**src/rtl/seq_mul.sv**
```systemverilog
// seq_mul: iterative shift-add multiplier, WIDTH x WIDTH -> 2*WIDTH.
// Signed mode converts both operands to magnitudes at load, runs the
// unsigned shift-add loop, and negates the product on completion when
// the operand signs differ. Operands and mode are captured on the
// accepting edge; the block then runs for WIDTH+1 cycles before the
// result is presented with a one-cycle finish pulse.
module seq_mul #(
  parameter int WIDTH = 32
) (
  input  logic                 clk,
  input  logic                 rst,
  input  logic                 start,
  input  logic [WIDTH-1:0]     a,
  input  logic [WIDTH-1:0]     b,
  input  logic                 mul_signed,
  output logic [2*WIDTH-1:0]   res,
  output logic                 busy,
  output logic                 finish
);

  localparam int CW = $clog2(WIDTH);
  localparam logic [CW-1:0]      CNT_ZERO = CW'(0);
  localparam logic [CW-1:0]      CNT_ONE  = CW'(1);
  localparam logic [CW-1:0]      CNT_LAST = CW'(WIDTH - 1);
  localparam logic [WIDTH-1:0]   ONE_W    = WIDTH'(1);
  localparam logic [2*WIDTH-1:0] ONE_2W   = (2*WIDTH)'(1);

  typedef enum logic [1:0] {
    ST_IDLE = 2'd0,
    ST_CALC = 2'd1,
    ST_DONE = 2'd2
  } state_t;

  // Two's-complement magnitude of a W-bit operand; -2^(W-1) maps to
  // 2^(W-1), which is still exact as an unsigned W-bit value.
  function automatic logic [WIDTH-1:0] magnitude(input logic [WIDTH-1:0] v,
                                                 input logic             neg);
    logic [WIDTH-1:0] m;
    if (neg) begin
      m = ~v + ONE_W;
    end else begin
      m = v;
    end
    return m;
  endfunction

  // Two's-complement negation modulo 2^(2W); zero stays zero.
  function automatic logic [2*WIDTH-1:0] negate_2w(input logic [2*WIDTH-1:0] v);
    return ~v + ONE_2W;
  endfunction

  state_t               state_r;
  logic [CW-1:0]        cnt_r;
  logic                 last_r;
  logic                 sgn_r;
  logic [WIDTH-1:0]     ma_r;
  // Upper half: partial product; lower half: multiplier being shifted out.
  logic [2*WIDTH-1:0]   acc_r;
  logic [2*WIDTH-1:0]   res_r;
  logic                 busy_r;
  logic                 finish_r;

  logic                 load_sgn_s;
  logic [WIDTH-1:0]     load_ma_s;
  logic [WIDTH-1:0]     load_mb_s;
  logic [WIDTH:0]       addend_s;
  logic [WIDTH:0]       sum_s;
  logic [2*WIDTH-1:0]   acc_step_s;
  logic [2*WIDTH-1:0]   product_s;

  // Operand conditioning for the accepting edge: result sign and magnitudes.
  always_comb begin
    load_sgn_s = mul_signed & (a[WIDTH-1] ^ b[WIDTH-1]);
    load_ma_s  = magnitude(a, mul_signed & a[WIDTH-1]);
    load_mb_s  = magnitude(b, mul_signed & b[WIDTH-1]);
  end

  // One shift-add step plus the sign-corrected final product.
  always_comb begin
    if (acc_r[0]) begin
      addend_s = {1'b0, ma_r};
    end else begin
      addend_s = {(WIDTH+1){1'b0}};
    end
    sum_s      = {1'b0, acc_r[2*WIDTH-1:WIDTH]} + addend_s;
    acc_step_s = {sum_s, acc_r[WIDTH-1:1]};
    if (sgn_r) begin
      product_s = negate_2w(acc_r);
    end else begin
      product_s = acc_r;
    end
  end

  // Control FSM and datapath registers, including the registered outputs.
  always_ff @(posedge clk or posedge rst) begin
    if (rst) begin
      state_r  <= ST_IDLE;
      cnt_r    <= CNT_ZERO;
      last_r   <= 1'b0;
      sgn_r    <= 1'b0;
      ma_r     <= {WIDTH{1'b0}};
      acc_r    <= {(2*WIDTH){1'b0}};
      res_r    <= {(2*WIDTH){1'b0}};
      busy_r   <= 1'b0;
      finish_r <= 1'b0;
    end else begin
      case (state_r)
        // IDLE and DONE both accept a new request; DONE falls back to IDLE.
        ST_IDLE, ST_DONE: begin
          finish_r <= 1'b0;
          if (start) begin
            state_r <= ST_CALC;
            busy_r  <= 1'b1;
            sgn_r   <= load_sgn_s;
            ma_r    <= load_ma_s;
            acc_r   <= {{WIDTH{1'b0}}, load_mb_s};
            cnt_r   <= CNT_ZERO;
            last_r  <= 1'b0;
          end else begin
            state_r <= ST_IDLE;
            busy_r  <= 1'b0;
          end
        end
        // W iterations while last_r is low, then one completion edge that
        // applies the sign and publishes the product.
        ST_CALC: begin
          finish_r <= 1'b0;
          if (last_r) begin
            state_r  <= ST_DONE;
            busy_r   <= 1'b0;
            finish_r <= 1'b1;
            res_r    <= product_s;
            last_r   <= 1'b0;
          end else begin
            acc_r <= acc_step_s;
            if (cnt_r == CNT_LAST) begin
              last_r <= 1'b1;
            end else begin
              cnt_r <= cnt_r + CNT_ONE;
            end
          end
        end
        default: begin
          state_r  <= ST_IDLE;
          busy_r   <= 1'b0;
          finish_r <= 1'b0;
          last_r   <= 1'b0;
        end
      endcase
    end
  end

  assign res    = res_r;
  assign busy   = busy_r;
  assign finish = finish_r;

endmodule

```
**config.mk**
```make
export PLATFORM = sky130hd
export DESIGN_NAME = seq_mul
export DESIGN_NICKNAME = d
export VERILOG_FILES = /design/src/rtl/seq_mul.sv
export SDC_FILE = /design/constraint.sdc
export NUM_CORES = 1
export LEC_CHECK = 0
export CORE_MARGIN = 2
export CORE_UTILIZATION = 35
export CTS_BUF_LIST = sky130_fd_sc_hd__clkbuf_8
export DETAILED_ROUTE_END_ITERATION = 8
export PLACE_DENSITY_LB_ADDON = 0.2
export SLEW_MARGIN = 0
export SYNTH_ARGS = -nofsm -noshare
export SYNTH_HDL_FRONTEND = slang
export SYNTH_SLANG_ARGS = --single-unit
```
**constraint.sdc**
```tcl
create_clock -name clk -period 8.11 [get_ports clk]
set_clock_uncertainty 0.1 [all_clocks]
set_input_delay 2.433 -clock clk [delete_from_list [all_inputs] [get_ports clk]]
set_output_delay 2.433 -clock clk [all_outputs]
set_load 0.1 [all_outputs]
```
# After elaboration in Yosys (flattened, before gate mapping)
# Cells that the tools add are included.
totals:
  in_bits: 68
  output_inout_bits: 66
  reg_bits: 171
  wordCells: 58
classes:
  n_mux: 23
  n_reduce_logical: 7
  add_sub_neg: 5
  bitwise: 7
  n_eq_ne: 7
op_table:
  columns: ["op", "n"]
  rows:
  - ["$mux W64", 3]
  - ["$pmux W64 S2", 1]
  - ["$mux W32", 3]
  - ["$add A32 B1 Y32 const B", 2]
  - ["$add A64 B1 Y64 const B", 1]
  - ["$not A32 Y32", 2]
  - ["$not A64 Y64", 1]
  - ["$add A32 B33 Y33", 1]
  - ["$mux W5", 3]
  - ["$pmux W5 S2", 1]
  - ["$mux W1", 8]
  - ["$ne A2 B2 Y1 const B", 4]
  - ["$add A5 B1 Y5 const B", 1]
  - ["$eq A5 B5 Y1 const B", 1]
  - ["$pmux W1 S2", 2]
  - ["$pmux W2 S2", 1]
  - ["$reduce_and A2 Y1", 2]
  - ["$reduce_and A4 Y1", 1]
  - ["$and A1 B1 Y1", 3]
  - ["$reduce_and A3 Y1", 1]
  - ["$eq A2 B1 Y1 const B", 1]
  - ["$eq A2 B2 Y1 const B", 1]
  - ["$logic_not A2 Y1", 1]
  - ["$mux W2", 1]
  - ["other kinds (3)", 3]

# Logic depth before layout (Yosys ltp)
# Gate-level depths: netlist of the first run.
logic_depth:
  word_depth: 5
  depth_mapped: 12
  mapped_depth_nobuf: 11

# Least setup slack after synthesis of the first run
# No wires, ideal clock.
synth_path:
  path_type: "input port to flip-flop"
  from: "input b[5]"
  to: "register acc_r[26]"
  stages: 6
  setup_ps: 104
  required_ps: 7906
  setup_slack_ps: 3377
  arrival_ps: 4529
  path_buffers: 0
  path_cell_list: "or4_1 > nor4_1 > nor3b_1 > a21oi_1 > xnor2_1 > a221oi_1"
synth_between:
  elab_chain_len: 5
synth_rtl:
  columns: ["item", "line", "rtl"]
  rows:
  - ["start: declaration", "14", "input logic [WIDTH-1:0] b,"]
  - ["$not A32 Y32", "40", "m = ~v + ONE_W;"]
  - ["$add A32 B1 Y32", "40", null]
  - ["$mux W32", "39", "if (neg) begin"]
  - ["$mux W64", "111", "if (start) begin"]
  - ["$pmux W64 S2", "107", "case (state_r)"]
  - ["end signal: assignment", "102", "acc_r <= {(2*WIDTH){1'b0}};"]
  - ["end signal: assignment", "116", "acc_r <= {{WIDTH{1'b0}}, load_mb_s};"]
  - ["end signal: assignment", "135", "acc_r <= acc_step_s;"]
  - ["end: declaration", "58", "logic [2*WIDTH-1:0] acc_r;"]
# Every way passes these cells. The select of a mux whose other input is x is not followed.
# A chain may end at the register's enable or synchronous reset.

# Final worst setup path of the first run
layout_path:
  from: "input b[5]"
  to: "register acc_r[21]"
# The elaborated chain is that of the path after synthesis.

==> out/summary.md, run 1 <==
- **Maximum Capacitance Violations** 0
- **relative contribution of sequential cells to total power** 0.291
- **worst-case vdd ir drop** 0.222 mV
- **Min Clock Period, post-route** 5.18 ns
- **Die W** 183 um
- **vias in the first global route** 9301
- **overall via count from detail_route** 9941
- **flops & latches, synth** 170
- **final number of setup-violating endpoints** 0
- **quantity of hold-fixing buffers added after cts** 0
- **most frequent cell after synthesis** nand2_1
- **Slowest Stage Delay on Critical Path** 0.75 ns
- **internal power** 2.68 mW
- **post-synthesis compound-gate area fraction** 0.212
- **number of slew-limit violations in the final report** 0
- **proportion of power drawn by combinational gates** 0.602
- **antenna violations before repair** 0
- **sw frac** 0.553
- **sort of element at the start of the critical path** primary input
- **pre-CTS worst setup slack** 2.52 ns
- **Post-Syn Area** 0.0112 mm2
- **clock buffer depth** 2
- **WL final** 32500 um
- **net count of the mapped netlist** 1449
- **buffers inserted by post-CTS timing repair** 0
- **critical path endpoint category** flip-flop
- **async set-or-reset flop fraction in the synthesized netlist** 1.00
- **multiplexer share of the synthesized area** 0.00179
- **starting density of the core** 0.355
- **leak pwr** 5.40 nW
- **top_reg_cell synth** dfrtp_1
- **Synth area leader** dfrtp_1
- **remaining global-route overflow** 0
- **IO Count** 134
- **Avg Inst Size Synth** 8.31 um2
- **Row Count** 65
- **detailed-router iteration count before antenna repair** 5
- **EDFF count, synth** 0
- **RSZ-0062 raised after global routing** no
- **xor/xnor share of the synthesized area** 0.107
- **fraction of final layout cells sized beyond drive strength 1** 0.0467
- **cells taking the most area after synthesis** dfrtp_1 38%, o21ai_0 8.1%, xor2_1 7.3%, nand2_1 6.5%, ha_1 4.1%
- **combined area of the multi-input logic cells** 0.00645 mm2
- **critical path cell sequence** clkdlybuf4s50_1 > or4_1 > or4_1 > nor3_1 > a21oi_1 > xor2_1 > nor2_1 > a31oi_1
- **number of port buffers** 133
- **utilization of the core after routing** 0.417
- **Clk pin slew, worst setup/hold paths** 0.10 ns
- **number of hold violations in the final report** 0
- **area occupied by registers** 0.00425 mm2
- **Least-Margin Pin Slew** 1.10 ns
- **wire length of the first global-routing pass** 51900 um
- **CTS tree** done
- **proportion of power drawn by the clock network** 0.107
- **Iter 0 DRT Violations** 764
- **total power after layout** 6.00 mW
- **Yosys warning total** 0
- **Via density** 5.41
- **status** finished clean
- **post-route cell area** 0.0131 mm2
- **post-route worst setup slack** 2.93 ns
- **worst hold-check path type** flip-flop to flip-flop
- **number of diodes added for antenna fixing** 0
- **full die area** 0.0333 mm2
- **slowest CP cell** nor3_1
- **area inside the core boundary** 0.0315 mm2
- **CP required** 8.31 ns
- **Placed Instance Area** 0.0127 mm2
- **CP most frequent cell** or4_1
- **crit path DAT** 5.38 ns
- **share of synthesized cell area in full adder, half adder and majority cells** 0.0433
- **Cell variety after synth** 67
- **Net Switching** 3.32 mW
- **internal reg-to-reg setup slack** 3.86 ns
- **half-perimeter wire length after placement** 24400 um
- **final-layout worst hold slack** 0.379 ns
- **share of synthesized cell area in and, or, nand and nor gates** 0.211
- **Total Routing Usage GR** 0.197
- **average routed wire per standard cell** 17.7 um
- **Post-route DRC** 0
- **Gates resized, CTS repair** 0
- **Setup Total Neg Slack** 0 ns
- **Worst Setup Path Type** primary input to flip-flop
- **worst max-slew margin expressed relative to the limit** 0.264
- **power per cell area** 457 mW/mm2
- **net count reported at finish** 1527
- **last weighted congestion value of the routability-driven placer** 0.884
- **number of fill cells** 3134
- **commonest cells in the synthesized netlist** 192 x nand2_1, 180 x o21ai_0, 170 x dfrtp_1
- **largest family of logic cells by synthesized area** compound AO/OA/AOI/OAI gates
- **area added between synthesis and finish** 17.7%
- **Routed Antenna Nets** 0
- **number of H-tree levels** 4
- **cell total after placement** 1804
- **maximum number of pins on one net before global-route repair** 131
- **Final Instance Count excl. Fillers** 1836
- **clock tree root driver cell** clkbuf_8
- **Num Clock Sinks** 170
- **Skew-Pair Late Insertion Delay** 0.48 ns
- **sequential area share after synthesis** 0.381
- **die boundary height** 183 um
- **TritonCTS buffer count** 17
- **post-synthesis cell count** 1343
- **maximum achievable frequency** 193 MHz
- **post-route fraction of the period consumed by the critical path** 0.638
- **biggest fanout along the worst timing path** 6
- **area share of the largest cell type after synthesis** 0.381
-- metal layers --
| layer | part of all wire | up-vias | track usage | wire, um |
|---|---|---|---|---|
| met2 | 0.41 | 271 | 0.279 | 13200 |
| met5 | 0 | - | 0 | 0 |
| li1 | - | 4945 | - | - |
| met1 | 0.53 | 4697 | 0.310 | 17200 |
| met3 | 0.050 | 28 | 0.0285 | 1630 |
| met4 | 0.016 | 0 | 0.0516 | 512 |
-- state kept, by name, summed over array words and instances, names as in the netlist --
name / cells
acc_r: 64
res: 64
ma_r: 32
cnt_r: 5
state_r: 2
finish: 1
last_r: 1
sgn_r: 1
-- cell usage in the layout, fill, tap and decap left out, types with 29 or more instances in the layout --
master / synthesis / layout
dfrtp_1: 170 / 170
inv_1: 30 / 29
clkdlybuf4s50_1: 0 / 133
o21ai_0: 180 / 180
ha_1: 37 / 37
nor2_1: 78 / 76
xnor2_1: 43 / 43
a21oi_1: 83 / 83
nand2_1: 192 / 191
nand3_1: 42 / 42
xor2_1: 93 / 93
and2_1: 34 / 34
-- worst max-delay path: cells and delay by family --
| family | cells | cell delay, ns |
|---|---|---|
| AOI/OAI and AO/OA | 2 | 0.23 |
| xor gates and xnor gates | 1 | 0.17 |
| and+or+nand+nor | 4 | 2.08 |
| buffers and inverters | 1 | 0.45 |
-- worst paths after layout --
kind,from,depth (start not counted),to
hold reg to reg,ma_r[14]$_DFFE_PP0P_,2,ma_r[14]$_DFFE_PP0P_
min in group asynchronous,rst,2,res[18]$_DFFE_PP0P_
setup reg to reg,acc_r[0]$_DFFE_PP0P_,11,acc_r[61]$_DFFE_PP0P_
hold / removal,ma_r[14]$_DFFE_PP0P_,2,ma_r[14]$_DFFE_PP0P_
setup / recovery,b[5],8,acc_r[21]$_DFFE_PP0P_
max in group asynchronous,rst,3,res[49]$_DFFE_PP0P_
-- cell type report --
cell class / count / area share
Multi-Input combinational cell: 1060 / 0.491
Sequential cell: 170 / 0.324
Timing Repair Buffer: 142 / 0.106
Tap cell: 402 / 0.0383
Clock buffer: 18 / 0.0189
Clock inverter: 14 / 0.0124
Inverter: 30 / 0.00895
-- power by group through the flow --
stage	Sequential [mW]	Combinational, mW	Clock [mW]
6_report	1.75	3.61	0.643
5_1_grt	1.80	3.91	0.696
4_1_cts	1.74	3.61	0.662
3_5_place_dp	1.76	3.59	0
3_3_place_gp	1.74	3.55	0
2_1_floorplan	2.63	1.75	0
-- cells by family after synthesis --
kind of cell / after synthesis
buffers and inverters: 113
XOR/XNOR: 136
AND/OR/NAND/NOR: 483
flip-flops: 170
AO/OA/AOI/OAI: 401
multiplexers: 2
adder cells (fa/ha/maj): 38
No activity file was read; power rests on OpenSTA's default activity.
==> inputs of run 2 (changes only) <==
clock period = 4.3 ns   (was 8.11 ns; I/O delays follow)
==> out/summary.md, run 2 (synthesis gave the netlist of run 1 again) <==
- **status** finished clean
- **Maximum Capacitance Violations** 0, unchanged
- **CTS tree** done
- **number of port buffers** 133, unchanged
- **last weighted congestion value of the routability-driven placer** 0.861, -2.6%
- **Clk pin slew, worst setup/hold paths** 0.10 ns, about the same
- **maximum number of pins on one net before global-route repair** 131, unchanged
- **WL final** 32000 um, -1.6%
- **average routed wire per standard cell** 17.2 um, -2.7%
- **number of slew-limit violations in the final report** 0, unchanged
- **Gates resized, CTS repair** 0, unchanged
- **remaining global-route overflow** 0, unchanged
- **Net Switching** 6.19 mW, +87%
- **post-route fraction of the period consumed by the critical path** 0.850
- **CP required** 4.56 ns, -3.75 ns
- **overall via count from detail_route** 9844, -0.98%
- **clock buffer depth** 2, unchanged
- **wire length of the first global-routing pass** 51800 um, -0.20%
- **TritonCTS buffer count** 17, unchanged
- **Skew-Pair Late Insertion Delay** 0.48 ns, about the same
- **most common cell after layout, fill and taps aside** nand2_1
- **internal power** 5.10 mW, +90%
- **sw frac** 0.548, -0.00491
- **number of hold violations in the final report** 0, unchanged
- **Iter 0 DRT Violations** 730, -4.5%
- **maximum achievable frequency** 274 MHz
- **Min Clock Period, post-route** 3.66 ns
- **commonest cells after routing, fill and taps aside** 191 x nand2_1, 180 x o21ai_0, 170 x dfrtp_1
- **area added between synthesis and finish** 19.3%
- **proportion of power drawn by the clock network** 0.108, about the same
- **number of diodes added for antenna fixing** 0, unchanged
- **full die area** 0.0333 mm2, unchanged
- **IO Count** 134, unchanged
- **Via density** 5.30, -2.1%
- **Setup Total Neg Slack** 0 ns, unchanged
- **Total Routing Usage GR** 0.196, -0.00143
- **post-route cell area** 0.0133 mm2, +1.4%
- **net count reported at finish** 1548, +1.4%
- **critical path endpoint category** flip-flop
- **area inside the core boundary** 0.0315 mm2, unchanged
- **quantity of hold-fixing buffers added after cts** 0, unchanged
- **crit path DAT** 3.92 ns, -1.46 ns
- **Placed Instance Area** 0.0129 mm2, +1.4%
- **Routed Antenna Nets** 0, unchanged
- **starting density of the core** 0.355, unchanged
- **proportion of power drawn by combinational gates** 0.602, about the same
- **antenna violations before repair** 0, unchanged
- **leak pwr** 5.52 nW, +2.2%
- **Post-route DRC** 0, unchanged
- **utilization of the core after routing** 0.423, +0.00580
- **clock tree root driver cell** clkbuf_8
- **RSZ-0062 raised after global routing** no
- **buffers inserted by post-CTS timing repair** 0, unchanged
- **Die W** 183 um, unchanged
- **sort of element at the start of the critical path** flip-flop
- **half-perimeter wire length after placement** 24600 um, +0.91%
- **die boundary height** 183 um, unchanged
- **Least-Margin Pin Slew** 1.08 ns, -0.0282 ns
- **worst-case vdd ir drop** 0.440 mV, +98%
- **relative contribution of sequential cells to total power** 0.291, about the same
- **detailed-router iteration count before antenna repair** 5, unchanged
- **worst hold-check path type** flip-flop to flip-flop
- **Num Clock Sinks** 170, unchanged
- **fraction of final layout cells sized beyond drive strength 1** 0.0598, +0.0131
- **worst max-slew margin expressed relative to the limit** 0.283, +0.0188
- **number of H-tree levels** 4, unchanged
- **Row Count** 65, unchanged
- **biggest fanout along the worst timing path** 24, +18
- **final number of setup-violating endpoints** 0, unchanged
- **Worst Setup Path Type** flip-flop to flip-flop
- **power per cell area** 848 mW/mm2, +86%
- **vias in the first global route** 9386, +0.91%
[run 2: worst max-delay path, cell delays in order, from the launching register on]
cell,delay [ns]
dfrtp_1,0.61
buf_4,0.30
and2_1,0.15
ha_1,0.31
a21oi_1,0.29
o21ai_0,0.22
a211o_1,0.31
a21oi_1,0.29
o22ai_1,0.20
or4_1,0.49
a32o_1,0.25
[run 2: power by group through the flow]
stage | Sequential [mW] | Combinational (mW) | Clock, mW
final | 3.28 | 6.80 | 1.22
after floorplan | 4.96 | 3.31 | 0
after global placement | 3.28 | 6.73 | 0
after detailed placement | 3.31 | 6.79 | 0
after CTS | 3.27 | 6.81 | 1.25
after global routing | 3.41 | 7.42 | 1.31
[run 2: area by class of cell]
| class | instances | area (um2) |
|---|---|---|
| Tap cell | 402 | 503 |
| Fill cell | 3214 | 18200 |
| Multi-Input combinational cell | 1060 | 6450 |
| Timing Repair Buffer | 163 | 1580 |
| Sequential cell | 170 | 4250 |
| Clock inverter | 13 | 155 |
| Clock buffer | 19 | 262 |
| Inverter | 30 | 116 |
[run 2: final timing paths]
path | slack [ns] | depth (start not counted) | endpoint | startpoint
min reg2reg | 0.38 | 2 | ma_r[18]$_DFFE_PP0P_ | ma_r[18]$_DFFE_PP0P_
max in group asynchronous | 2.15 | 3 | acc_r[18]$_DFFE_PP0P_ | rst
min in group asynchronous | 1.06 | 2 | res[51]$_DFFE_PP0P_ | rst
max reg2reg | 0.64 | 10 | acc_r[61]$_DFFE_PP0P_ | acc_r[0]$_DFFE_PP0P_
max | 0.64 | 10 | acc_r[61]$_DFFE_PP0P_ | acc_r[0]$_DFFE_PP0P_
min | 0.38 | 2 | ma_r[18]$_DFFE_PP0P_ | ma_r[18]$_DFFE_PP0P_
[run 2: metrics by stage]
step,hold slack [ns],power [mW],setup WS (ns),std cells
final,0.382,11.3,0.645,1857
after detailed placement,0.367,10.1,0.163,1825
after global routing,0.407,12.1,0.453,1857
after floorplan,0.338,8.27,0.710,1343
after CTS,0.389,11.3,0.667,1857
after global placement,0.356,10.0,0.166,1825
[run 2: layer usage]
layer / wire length [um] / vias up / share of wire / track usage
li1: - / 4988 / - / -
met1: 17100 / 4592 / 0.53 / 0.308
met2: 12800 / 238 / 0.40 / 0.275
met3: 1690 / 24 / 0.053 / 0.0337
met4: 328 / 2 / 0.010 / 0.0432
met5: 57 / - / 0.0018 / 0.0133
==> RTL edit 1, RTL diff (settings of run 1) <==
Change the parameter `WIDTH` from 32 to 16.
--- a/src/rtl/seq_mul.sv
+++ b/src/rtl/seq_mul.sv
@@ -5,7 +5,7 @@
 // accepting edge; the block then runs for WIDTH+1 cycles before the
 // result is presented with a one-cycle finish pulse.
 module seq_mul #(
-  parameter int WIDTH = 32
+  parameter int WIDTH = 16
 ) (
   input  logic                 clk,
   input  logic                 rst,
Ports: changed (resized a, b and res); port bits go from 134 to 70. The function was not compared with the original's and may differ.
==> RTL edit 1 against run 1 <==
  * Wire length down 60%
  * Final cell count fell by 50%
  * Sequential cell count down 81
  * Hold slack worse by 0.0042 ns
  * Worst setup slack gained 0.65 ns
  * Combinational power shrank 60%
  * Synthesized area decreased by 50%
  * Power down 56%
  * Count of clock-buffer cells in the layout down 7
  * Final area down 49%
  * Critical path type is now reg2out
  * Largest cell class unchanged
==> RTL edit 1: results (changes against run 1) <==
* Outcome: completed
* GRT Util Overall at 16.4% (-3.3 points)
* Crit-path max cell delay at 1.17 ns (+0.42 ns)
* Post-Synth XOR/XNOR Area at 9.78% (-0.89 points)
* Startpoint Class: flop
* Multiplexer share of the synthesized area at 0.541% (+0.36 points)
* Worst slack, placed at 3.30 ns (+0.779 ns)
* Avg Inst Size Synth at 8.66 um^2 (+4.2%)
* CP arrival at 2.00 ns (-3.38 ns)
* # fillers at 1,575 (-50%)
* NetSw at 0.00134 W (-60%)
* Leakage power at 2.75 nW (-49%)
* Seq. cell area at 0.00223 mm^2 (-48%)
* RR Endpoint: acc_r[29]$_DFFE_PP0P_
* Clock latency at the later pin of the worst-skew pair at 0.37 ns (-0.11 ns)
* VDD IR max at 0.000227 V (+2.5%)
* Via count at 4,681 (-53%)
* Num CTS Buffers at 9 (-8)
* Post-DP HPWL at 9970 um (-59%)
* Vias in the first global route at 4,359 (-53%)
* Routability Congestion at 0.857 (-3.0%)
* Crit path to: busy
* CP Launch Point: busy$_DFFE_PP0P_
* Slew margin rel. at 28.8% (+2.4 points)
* R2R cell count at 10 (-1)
* CTS H-tree lvls at 3 (-1)
* Post-DP Area at 0.00643 mm^2 (-49%)
* Post-Place Cells at 898 (-50%)
* Routed WL per cell at 14.3 um (-19%)
* Top Family by Delay on Critical Path: buffers and inverters
* Compound-gate portion of the synthesized area at 21.6% (+0.36 points)
* Slowest stage cell, crit path: clkdlybuf4s50_1
* Initial detailed-routing violation count at 297 (-61%)
* Vias per inst at 5.13 (-5.3%)
* Layout cell share with drive strength beyond 1 at 5.31% (+0.64 points)
* Post-synth cell types at 57 (-15%)
* Post-synth top cells: nand2_1, dfrtp_1, o21ai_0
* WHS at 0.375 ns (-0.00419 ns)
[RTL edit 1: power by group through the flow]
stage | clock network [W] | logic, W | registers, W
floorplan | 0 | 0.000797 | 0.00116
global placement | 0 | 0.00144 | 0.000858
detailed placement | 0 | 0.00146 | 0.000868
CTS | 0.000362 | 0.00146 | 0.000858
global route | 0.000379 | 0.00161 | 0.000895
finish | 0.000352 | 0.00145 | 0.000859
[RTL edit 1: routing by layer]
metal | global-route usage, % | up-vias | wire, um
met3 | 2.83 | 12 | 594
met1 | 24.5 | 2196 | 6760
met4 | 4.74 | 0 | 163
met2 | 24.5 | 105 | 5580
met5 | 0 | - | 0
li1 | - | 2368 | -
[RTL edit 1: layout make-up]
| type | instances | share of cell area [%] |
|---|---|---|
| clock buffer | 11 | 2.27 |
| clock inverter | 4 | 1.15 |
| inverter | 17 | 0.978 |
| multi-input combinational | 502 | 47.1 |
| sequential | 89 | 33.5 |
| tap | 216 | 4.06 |
| timing repair buffer | 74 | 10.9 |
==> RTL edit 2, RTL diff (settings of run 1) <==
Without the edit above. Re-encode `state_t` (3 states) as one-hot, 3 bits wide.
--- a/src/rtl/seq_mul.sv
+++ b/src/rtl/seq_mul.sv
@@ -25,10 +25,10 @@
   localparam logic [WIDTH-1:0]   ONE_W    = WIDTH'(1);
   localparam logic [2*WIDTH-1:0] ONE_2W   = (2*WIDTH)'(1);
 
-  typedef enum logic [1:0] {
-    ST_IDLE = 2'd0,
-    ST_CALC = 2'd1,
-    ST_DONE = 2'd2
+  typedef enum logic [2:0] {
+    ST_IDLE = 3'b001,
+    ST_CALC = 3'b010,
+    ST_DONE = 3'b100
   } state_t;
 
   // Two's-complement magnitude of a W-bit operand; -2^(W-1) maps to
Formal check against the unedited RTL: same outputs for any inputs over 10 cycles, from zero or initial values and one cycle with rst high; not proved beyond that.
==> RTL edit 2 against run 1 <==
  * Core utilization increased by 0.73 points
  * Final area is 0.85% lower
  * Worst setup slack got worse by 0.11 ns
  * Count of clock-buffer cells in the layout unchanged
  * Wire length down 9.6%
  * Synthesized cell count decreased by 3.0%
  * Power shrank 35%
  * Synthesized area is 2.3% lower
  * Sequential cell count grew 1
  * Via count fell by 6.0%
  * Critical path type unchanged
  * Largest cell class unchanged
  * Largest power group unchanged
==> RTL edit 2: results (changes against run 1) <==
* CP arrival at 5.56 ns (+0.18 ns)
* Post-synth top cells: nand2_1, o21ai_0, dfrtp_1
* Main area contributors after synthesis: dfrtp_1, o21ai_0, xor2_1, nand2_1, ha_1
* Footprint of the multi-input gates at 0.00628 mm^2 (-2.7%)
* Post-DP HPWL at 22,000 um (-9.7%)
* Vias in the first global route at 8,900 (-4.3%)
* GRT Util Overall at 18.3% (-1.5 points)
* Met3 Use GR at 2.47% (-0.39 points)
* Post-synthesis sequential area ratio at 39.2% (+1.1 points)
* Clock network area share at 3.41% (+0.29 points)
* Routed WL per cell at 16.3 um (-8.1%)
* WL met1 at 14,900 um (-13%)
* Initial detailed-routing violation count at 516 (-32%)
* Met2 wire len at 12,900 um (-2.3%)
* First-pass GRT wire length at 48,100 um (-7.2%)
* Non-CTS buffers at 143 (+0.70%)
* Syn nets at 1,409 (-2.8%)
* VDD IR max at 0.000123 V (-45%)
* Via count at 9,343 (-6.0%)
* Post-synth cell types at 64 (-4.5%)
* Slowest stage cell, crit path: or4_1
* Net count, final at 1,502 (-1.6%)
* Crit-path max cell delay at 0.60 ns (-0.15 ns)
* Synth Register Bits at 171 (+0.59%)
* Routability Congestion at 0.890 (+0.71%)
* Seq. cell area at 0.00428 mm^2 (+0.65%)
* Largest net degree at the start of global routing at 91 (-31%)
* Outcome: completed
* Max FO, Critical Path at 4 (-2)
* Non-Clock Buffer Area Fraction at 10.8% (+0.15 points)
* Logic inverters at 30 (unchanged)
* Slew @ Worst Pin at 1.07 ns (-0.0323 ns)
* Hold Buf Count CTS at 0 (unchanged)
* Clock latency at the later pin of the worst-skew pair at between 0.4 and 0.5 ns
* DR WL met3 at 1160 um (-29%)
* # port buffers at 133 (unchanged)
* Layout cell share with drive strength beyond 1 at 5.04% (+0.37 points)
* # fillers at 3,077 (-1.8%)
* Met2 Use GR at 27.7% (-0.17 points)
* Multi-input gates at 1,033 (-2.5%)
* Met1 global-route usage at 27.3% (-3.7 points)
* Initial antenna violation count at 0 (unchanged)
* Leakage power at 5.50 nW (+1.9%)
## RTL edit 2: cell types whose count changed after synthesis, sizes merged, moves of 8 or more
cell	change
o21ai	+15
nand3	-14
a31oi	-12
buf	-10
nor3	-10
or4	-10
nand2	+8
## RTL edit 2: worst paths after layout
kind	endpoint	startpoint	depth (start not counted)	slack [ns]
max in group asynchronous	res[53]$_DFFE_PP0P_	rst	3	4.40
min in group asynchronous	acc_r[22]$_DFFE_PP0P_	rst	2	2.32
hold / removal	ma_r[21]$_DFFE_PP0P_	ma_r[21]$_DFFE_PP0P_	2	0.38
setup reg to reg	res[61]$_DFFE_PP0P_	acc_r[7]$_DFFE_PP0P_	8	4.26
hold reg to reg	ma_r[21]$_DFFE_PP0P_	ma_r[21]$_DFFE_PP0P_	2	0.38
setup / recovery	acc_r[27]$_DFFE_PP0P_	b[9]	9	2.82
## RTL edit 2: logic make-up after synthesis
family / Yosys count / share of synthesized area [%]
xor gates and xnor gates: 143 / 11.5
muxes: 6 / 0.562
buffers and inverters: 99 / 3.42
AOI/OAI and AO/OA: 382 / 20.4
DFF: 171 / 39.2
and+or+nand+nor: 464 / 20.5
adders and majority gates: 38 / 4.43
## RTL edit 2: per-stage QoR
step	setup WS, ns	total power [W]	instances	hold WS, ns	cell area, um^2
floorplan	0.947	0.00271	1303	0.338	10900
global placement	2.36	0.00322	1773	0.354	12600
detailed placement	2.36	0.00325	1773	0.362	12600
CTS	2.88	0.00394	1805	0.386	13000
global route	2.62	0.00426	1805	0.401	13000
finish	2.82	0.00392	1805	0.379	13000
## RTL edit 2: power breakdown
part | total, W | internal [W] | leakage [nW] | switching (W)
clock network | 0.000688 | 0.000346 | 0.220 | 0.000342
logic | 0.00187 | 0.000731 | 3.03 | 0.00114
registers | 0.00135 | 0.00108 | 2.25 | 0.000278
